**src/rtl/suma_serial_ctrl.sv**
```systemverilog
// suma_serial_ctrl: bit-serial add sequencer around one suma_1bit cell (Ovf output with SUMA_SERIAL_OVF_EN)
module suma_1bit (
   input  logic A,
   input  logic B,
   input  logic Ci,
   output logic S,
   output logic Co
);
   assign S  = A ^ B ^ Ci;
   assign Co = (A & B) | (Ci & (A ^ B));
endmodule

module suma_serial_ctrl #(
   parameter int N = 4
) (
   input  logic         clk,
   input  logic         rst,
   input  logic         start,
   input  logic [N-1:0] A,
   input  logic [N-1:0] B,
   input  logic         Ci,
   output logic         busy,
   output logic         done,
   output logic [N-1:0] S,
   output logic         Co
`ifdef SUMA_SERIAL_OVF_EN
   ,
   output logic         Ovf
`endif
);
   localparam int CW = (N > 1) ? $clog2(N) : 1;
   typedef enum logic [1:0] {IDLE, RUN, DONE} state_t;
   state_t state, state_d;
   logic [N-1:0] a_reg, b_reg;
   logic [CW-1:0] cnt;
   logic carry, so, co, last, accept;
   assign last   = cnt == CW'(N - 1);
   assign accept = state == IDLE && start;
   assign busy   = state == RUN;
   assign done   = state == DONE;
   suma_1bit u_add (
      .A (a_reg[cnt]),
      .B (b_reg[cnt]),
      .Ci(carry),
      .S (so),
      .Co(co)
   );
   // state register
   always_ff @(posedge clk or posedge rst)
      if (rst) state <= IDLE;
      else     state <= state_d;
   // next state: one RUN edge per bit, DONE lasts a single cycle
   always_comb begin
      state_d = state;
      case (state)
         IDLE:    state_d = start ? RUN : IDLE;
         RUN:     state_d = last ? DONE : RUN;
         default: state_d = IDLE;
      endcase
   end
   // operand latch, serial bit slice and result registers
   always_ff @(posedge clk or posedge rst)
      if (rst) begin
         a_reg <= '0;
         b_reg <= '0;
         carry <= 1'b0;
         cnt   <= '0;
         S     <= '0;
         Co    <= 1'b0;
      end else if (accept) begin
         a_reg <= A;
         b_reg <= B;
         carry <= Ci;
         cnt   <= '0;
         S     <= '0;
      end else if (busy) begin
         S[cnt] <= so;
         carry  <= co;
         cnt    <= last ? '0 : cnt + CW'(1);
         if (last) Co <= co;
      end
`ifdef SUMA_SERIAL_OVF_EN
   // signed overflow: carry into the MSB differs from carry out of it
   always_ff @(posedge clk or posedge rst)
      if (rst)               Ovf <= 1'b0;
      else if (accept)       Ovf <= 1'b0;
      else if (busy && last) Ovf <= carry ^ co;
`endif
endmodule

```
**config.mk**
```make
export PLATFORM = sky130hd
export DESIGN_NAME = suma_serial_ctrl
export DESIGN_NICKNAME = d
export VERILOG_FILES = /design/src/rtl/suma_serial_ctrl.sv
export SDC_FILE = /design/constraint.sdc
export NUM_CORES = 1
export LEC_CHECK = 0
export ABC_AREA = 1
export ABC_CLOCK_PERIOD_IN_PS = 2500
export CORE_ASPECT_RATIO = 1.25
export CORE_MARGIN = 3
export CORE_UTILIZATION = 30
export CTS_CLUSTER_DIAMETER = 120
export DETAILED_ROUTE_END_ITERATION = 7
export PLACE_DENSITY = 0.48
export SLEW_MARGIN = 30
export SYNTH_ARGS = -nofsm -noshare
export SYNTH_HDL_FRONTEND = slang
export SYNTH_HIERARCHICAL = 1
export SYNTH_SLANG_ARGS = --single-unit
export TNS_END_PERCENT = 10
```
**constraint.sdc**
```tcl
create_clock -name clk -period 2.5 [get_ports clk]
set_input_delay 0.625 -clock clk [delete_from_list [all_inputs] [get_ports clk]]
set_output_delay 0.625 -clock clk [all_outputs]
set_load 0.01 [all_outputs]
```
**Word level (Yosys, flattened, before mapping)**

Cells that the tools add are included.

- Flip-flop bits (word level): 18
- Logic and storage cells: 41

- Multiplexer cells: 17
- Eq/ne operators: 3
- $lt $le $gt $ge: 2
- $add $sub $neg: 1
- Reductions and logical operators: 5
- Bitwise gates (word level): 6

Operator list:

| operator | number |
|---|---|
| 2-to-1 mux 2 bit | 4 |
| 2-to-1 mux 4 bit | 2 |
| 2-to-1 mux 1 bit | 6 |
| binary-select mux 1 bit (select 2 bit) | 2 |
| bitwise mux 4 bit | 1 |
| equality test 2 bit, second input constant | 2 |
| case mux 2 bit (2 select lines) | 1 |
| < comparator 2 x 3 -> 1 bit, second input constant | 1 |
| AND reduction 3 bit | 1 |
| adder 2 x 1 -> 2 bit, second input constant | 1 |
| bitwise AND 1 bit | 2 |
| demux 1 bit (select 2 bit) | 1 |
| equality test 2 x 1 -> 1 bit, second input constant | 1 |
| greater-or-equal comparator 2 x 1 -> 1 bit, second input constant | 1 |
| logical AND 1 bit | 2 |
| logical NOT 2 bit | 1 |
| nonzero test 2 bit | 1 |
| XOR 1 bit | 2 |
| inverter 1 bit | 1 |
| OR 1 bit | 1 |

**Depth between registers and ports, before layout**

Gate-level depths: netlist of run 1.

- Word-level depth: 7
- Gate-level depth with buffers: 8
- Depth with buffers taken out: 8

**Hierarchy**

Netlist of run 1, hierarchy kept.

Modules (own cells, without submodules):

| module | area an instance (um^2) | instances | cells an instance |
|---|---|---|---|
| suma_serial_ctrl | 905.9 | 1 | 105 |
| suma_1bit | 20.0 | 1 | 1 |

**Worst setup path after synthesis of run 1**

Ideal clock, no wire load.

- Path kind: reg-to-reg
- Start: register cnt[0]
- End: register S[0]
- Path slack: 0.767 ns
- Data required time: 2.379 ns
- Stages on the path, launching flop included: 9
- Arrival: 1.611 ns
- Setup time: 0.121 ns
- Cells stage by stage: dfrtp_1 inv_1 o21ai_0 o22ai_1 fa_1 inv_1 nand2_1 o21ai_0 nor2_1

- Word-level cells in the longest chain between the ends: 7
- Elaborated cells between the ends (all ways): 14
- Classes of those cells: order compare: 2; mux: 9; bitwise: 2; reduce/logical: 1

RTL lines:

| what | line | RTL |
|---|---|---|
| start, declared | 35 | `logic [CW-1:0] cnt;` |
| start signal, assigned | 79 | `cnt <= last ? '0 : cnt + CW'(1);` |
| binary-select mux 1 bit (select 2 bit) (on tied branches) | 42, 43 |  |
| 2-to-1 mux 1 bit (on tied branches) | 42, 43 |  |
| XOR 1 bit * (2 in series) | 9 | `assign S = A ^ B ^ Ci;` |
| named net so | 36 | `logic carry, so, co, last, accept;` |
| bitwise mux 4 bit * | 77 | `S[cnt] <= so;` |
| 2-to-1 mux 4 bit * | 76 | `end else if (busy) begin` |
| 2-to-1 mux 4 bit * | 70 | `end else if (accept) begin` |
| end signal, assigned by index | 77 |  |
| end, declared | 24 | `output logic [N-1:0] S,` |

The timed path passes the listed nets; every way through them passes the cells marked *. The select of a mux whose other input is x is not followed.
A chain may end at the register's enable or synchronous reset.

**Worst setup path in the final report of run 1**

- Start: register state[1]
- End: output port busy

- Word-level cells in the longest chain between the ends: 1

RTL lines:

| what | line | RTL |
|---|---|---|
| start, declared | 33 | `state_t state, state_d;` |
| start signal, assigned | 51 | `else state <= state_d;` |
| equality test 2 x 1 -> 1 bit | 39 | `assign busy = state == RUN;` |
| end, declared | 22 | `output logic busy,` |

Every way passes these cells.

==> results of run 1 <==
[metrics by stage]
| step | util | hold WS, ns | area (um^2) | worst slack [ns] | instances |
|---|---|---|---|---|---|
| floorplan | - | 0.4366 | 925.9 | 0.7675 | 106 |
| global placement | 0.4045 | 0.4617 | 1137 | 0.5227 | 157 |
| detailed placement | 0.4045 | 0.4619 | 1137 | 0.5262 | 157 |
| CTS | 0.4126 | 0.4869 | 1160 | 0.1884 | 160 |
| global route | 0.4126 | 0.5136 | 1160 | 0.09097 | 160 |
| finish | 0.4126 | 0.4909 | 1160 | 0.1909 | 160 |
[how the worst max path moves through the flow]
stage / endpoint / cells after the start / slack (ns) / from
3_3_place_gp: busy / 4 / 0.52 / state[1]$_DFF_PP0_
3_5_place_dp: busy / 4 / 0.53 / state[1]$_DFF_PP0_
2_1_floorplan: S[0]$_DFFE_PP0P_ / 8 / 0.77 / cnt[0]$_DFFE_PP0P_
5_1_grt: busy / 4 / 0.09 / state[1]$_DFF_PP0_
6_report: busy / 4 / 0.19 / state[1]$_DFF_PP0_
4_1_cts: busy / 4 / 0.19 / state[1]$_DFF_PP0_
[routing by layer]
metal  wire [um]  GRT usage
met1         908     0.1513
met4          82    0.06991
met3         118    0.02075
met5           0          0
met2        1004     0.2027
[synth_stat cells (all sizes together)]
cell type,count,share of area
a21oi,3,0.016
buf,2,0.020
dfrtp,18,0.49
fa,1,0.022
ha,5,0.068
inv,10,0.041
nand2,31,0.14
nand3,11,0.059
nand4,1,0.014
nor2,10,0.049
o211ai,1,0.0081
o21ai,11,0.059
o22ai,2,0.014
[layout by cell type (no fill, tap or decap)]
cell and count:
dfrtp_1 18, clkbuf_4 3, nand2_2 1, nor2_4 1
o21ai_1 1, o22ai_1 2, ha_1 5, o211ai_1 1
a21oi_1 3, nand2_4 2, buf_4 1, inv_1 10
o21ai_0 10, fa_1 1, clkdlybuf4s50_1 18, nor2_1 9
nand2_1 28, nand3_1 11, nand4_2 1
[logic make-up (layout without fill, tap and decap cells)]
| kind of cell | Yosys count | count (layout) | share of synthesized area |
|---|---|---|---|
| and+or+nand+nor | 53 | 53 | 0.2662 |
| buffers and inverters | 12 | 32 | 0.06082 |
| adders and majority gates | 6 | 6 | 0.08919 |
| DFF | 18 | 18 | 0.4865 |
| AOI/OAI and AO/OA | 17 | 17 | 0.09729 |
[area by class of cell]
| cell class | instances | area (um^2) | share of cell area |
|---|---|---|---|
| sequential | 18 | 450.4 | 0.3884 |
| tap | 34 | 42.54 | 0.03668 |
| clock buffer | 3 | 22.52 | 0.01942 |
| multi-input combinational | 76 | 419.2 | 0.3614 |
| inverter | 10 | 37.54 | 0.03236 |
| timing repair buffer | 19 | 187.7 | 0.1618 |
[power groups by stage]
stage | clock, uW | sequential [uW] | combinational [uW]
2_1_floorplan | 0 | 526 | 484
3_3_place_gp | 0 | 536 | 708
3_5_place_dp | 0 | 537 | 725
4_1_cts | 151 | 533 | 727
5_1_grt | 163 | 547 | 841
6_report | 152 | 531 | 719
[critical path, stage by stage (launching register included)]
cell and delay (ns):
dfrtp_1 0.42, inv_1 0.14, nand2_4 0.10, inv_1 0.16, clkdlybuf4s50_1 0.56
==> results.cfg, run 1 <==
[status]
outcome = complete, no violations

[timing]
tightest_slew_ns = 0.6989
rsz0062_at_grt = no
fin_crit_ns = 2.309
hold_viol = 0
final-setup-viol-count = 0
slew-limit-headroom = 0.5336
skew_ns = 0.0004963
slew_violations = 0
max_freq_ghz = 0.4331
fin_setup_tns_ns = 0
finalCritPeriodShare = 0.9236

[worst_setup_path]
critPathLaunchType = register
timing.rr.start = cnt[0]$_DFFE_PP0P_
worstReg2RegEnd = S[1]$_DFFE_PP0P_
required_ns = 1.88
cp_max_fo = 9
cp.arrival_ns = 1.68
reg2reg_slack_ns = 0.59
crit_type = reg2out
cp-end-kind = primary output
ff2ff_path_depth = 8

[placed_design]
portBuffers = 18
gp_congestion = 0.8022
dp_hpwl_um = 1609

[drt]
totalWireLength_um = 2114
drt_iter0_drc = 19
firstDrtPassIters = 4
drt-vias-per-instance = 4.988
drc = 0
ant_nets = 0
vias = 798
wl_per_cell_um = 13.21

[cts]
cts_buffer_depth = 2
ctsResizeCount = 0
cts.sinks = 18
cts-hold-fix-buffers = 0
numCtsBuffers = 3
path_clk_slew_ns = 0.10
htree_num_levels = 1
root_buffer = clkbuf_4
post-cts-setup-buffers = 0
cts_tree = built
clk_latency_ns = 0.30

[layout]
antenna_cells = 0
drive_gt1_frac = 0.07143
fillers = 303
nets = 146
area_growth_pct = 25.27

[power_and_ir_drop]
comb_power_share = 0.513
vdd_ir_drop_max_v = 0.0004565
power_leakage_uw = 0.0005804
p_int_uw = 779.1
p_switching_uw = 622.7
switching_share = 0.4442
p_clk_frac = 0.108
powerDensity_nw_per_um2 = 1209
power_frac_seq = 0.379
power_uw = 1402

[die]
ios = 19
design.core.area_um2 = 2811
die_width_um = 55.69
fp.dieH_um = 68.11
rows = 21
initial_utilization = 0.3293
die-area_um2 = 3793

[yosys]
syn_nets = 124
synth_warnings = 6
synth_seq_cells = 18
yosysSeqAreaShare = 0.4865
mappedNetlistArea_um2 = 925.9
synthCells = 106
ys_types = 18
synth_area_per_cell_um2 = 8.735

[min_path]
min_path_type = reg2reg
whs_path_depth = 2
min_to = a_reg[2]$_DFFE_PP0P_
min_from = a_reg[2]$_DFFE_PP0P_

[grt]
grtUsageTotal = 0.1222
overflow = 0
grt_max_degree = 19
grt_pass1_wl_um = 3629
grt_antenna_before_repair = 0
grt_pass1_vias = 811

[job]
drv_cap = 0
(Power assumes the default switching activity.)
==> inputs of run 2 (changes only) <==
CORE_ASPECT_RATIO = default   (was 1.25)
==> results.cfg, run 2 (synthesis results as in run 1) <==
[grt]
grt_pass1_vias = 720
grt_max_degree = 19
grt_antenna_before_repair = 0
overflow = 0
grt_pass1_wl_um = 3360
grtUsageTotal = 0.1210

[timing]
rsz0062_at_grt = no
skew_ns = 0.001474
finalCritPeriodShare = 0.9197
fin_crit_ns = 2.299
tightest_slew_ns = 0.6891
final-setup-viol-count = 0
max_freq_ghz = 0.4349
slew-limit-headroom = 0.5401
fin_setup_tns_ns = 0
slew_violations = 0
hold_viol = 0

[cts]
path_clk_slew_ns = 0.11
root_buffer = clkbuf_4
cts.sinks = 18
post-cts-setup-buffers = 0
ctsResizeCount = 0
clk_latency_ns = 0.30
cts_buffer_depth = 2
numCtsBuffers = 3
cts-hold-fix-buffers = 0
htree_num_levels = 1
cts_tree = built

[layout]
area_growth_pct = 26.35
final_common_cell = nand2_1
nets = 146
drive_gt1_frac = 0.07874
fillers = 299
antenna_cells = 0
design_area_um2 = 1170
mostFrequentLayoutCells = 28 x nand2_1, 18 x dfrtp_1, 18 x clkdlybuf4s50_1

[drt]
vias = 747
firstDrtPassIters = 4
wl_met2_um = 910
ant_nets = 0
drt-vias-per-instance = 4.728
wl_met1_um = 1016
wl_met3_um = 79
wl_per_cell_um = 12.79
drc = 0
drt_iter0_drc = 16
dr.max_layer_used = met4
totalWireLength_um = 2021

[die]
rows = 19
die_width_um = 61.56
ios = 19
initial_utilization = 0.3246
design.core.area_um2 = 2853
die-area_um2 = 3789
fp.dieH_um = 61.56

[placed_design]
gp_congestion = 0.7988
dp_hpwl_um = 1459
placed_area_um2 = 1134
portBuffers = 18

[status]
outcome = complete, no violations

[worst_setup_path]
critPathLaunch = state[1]$_DFF_PP0_
crit_type = reg2out
critPathLaunchType = register
timing.rr.start = cnt[0]$_DFFE_PP0P_
cp.arrival_ns = 1.67
cp-end-kind = primary output
required_ns = 1.88
cp_max_fo = 9

[power_and_ir_drop]
powerDensity_nw_per_um2 = 1217
vdd_ir_drop_max_v = 0.0005903
power_leakage_uw = 0.0005876

[job]
drv_cap = 0

[min_path]
min_from = S[3]$_DFFE_PP0P_
min_path_type = reg2reg
-- run 2: cell count changes in the layout (fill, tap and decap cells not counted), sizes merged --
cell | before | now
clkbuf | 3 | 4
-- run 2: metrics by stage --
| step | instances | power [uW] | worst slack [ns] | utilization | hold slack (ns) |
|---|---|---|---|---|---|
| 4_1_cts | 158 | 1439 | 0.1846 | 0.4101 | 0.4911 |
| 3_3_place_gp | 154 | 1247 | 0.5324 | 0.3974 | 0.4607 |
| 3_5_place_dp | 154 | 1247 | 0.5206 | 0.3974 | 0.4647 |
| 2_1_floorplan | 106 | 1011 | 0.7675 | - | 0.4366 |
| 5_1_grt | 158 | 1581 | 0.1054 | 0.4101 | 0.5120 |
| 6_report | 158 | 1424 | 0.2007 | 0.4101 | 0.4843 |
-- run 2: final timing paths --
kind                                             end  slack (ns)  cells after the start
worst max-delay path                            busy        0.20                      4
worst min register to register      S[3]$_DFFE_PP0P_        0.48                      2
worst min-delay path                S[3]$_DFFE_PP0P_        0.48                      2
max in group asynchronous             Co$_DFFE_PP0P_        1.34                      2
worst max register to register      S[0]$_DFFE_PP0P_        0.57                      8
min in group asynchronous       a_reg[3]$_DFFE_PP0P_        0.73                      2
-- run 2: power breakdown --
| part | total [uW] | switching [uW] | internal [uW] | leakage [uW] |
|---|---|---|---|---|
| Sequential | 529 | 105 | 424 | 0.000225 |
| Clock | 186 | 97.0 | 88.8 | 0.0000210 |
| Combinational | 709 | 414 | 295 | 0.000341 |
-- run 2: final cells by class --
type,count,area [um^2],share of cell area
Clock buffer,4,36.28,0.03102
Inverter,10,37.54,0.03209
Multi-Input combinational cell,76,419.2,0.3583
Sequential cell,18,450.4,0.3850
Tap cell,31,38.79,0.03316
Timing Repair Buffer,19,187.7,0.1604
-- run 2: critical path, cell delays in order, from the launching register on --
cell and delay (ns):
dfrtp_1 0.42, inv_1 0.14, nand2_4 0.10, inv_1 0.16, clkdlybuf4s50_1 0.56
-- run 2: per-layer routing --
metal / vias up / GRT usage
met5: - / 0
met4: 0 / 0.02727
met3: 2 / 0.03983
met2: 11 / 0.1749
met1: 347 / 0.1753
li1: 387 / -
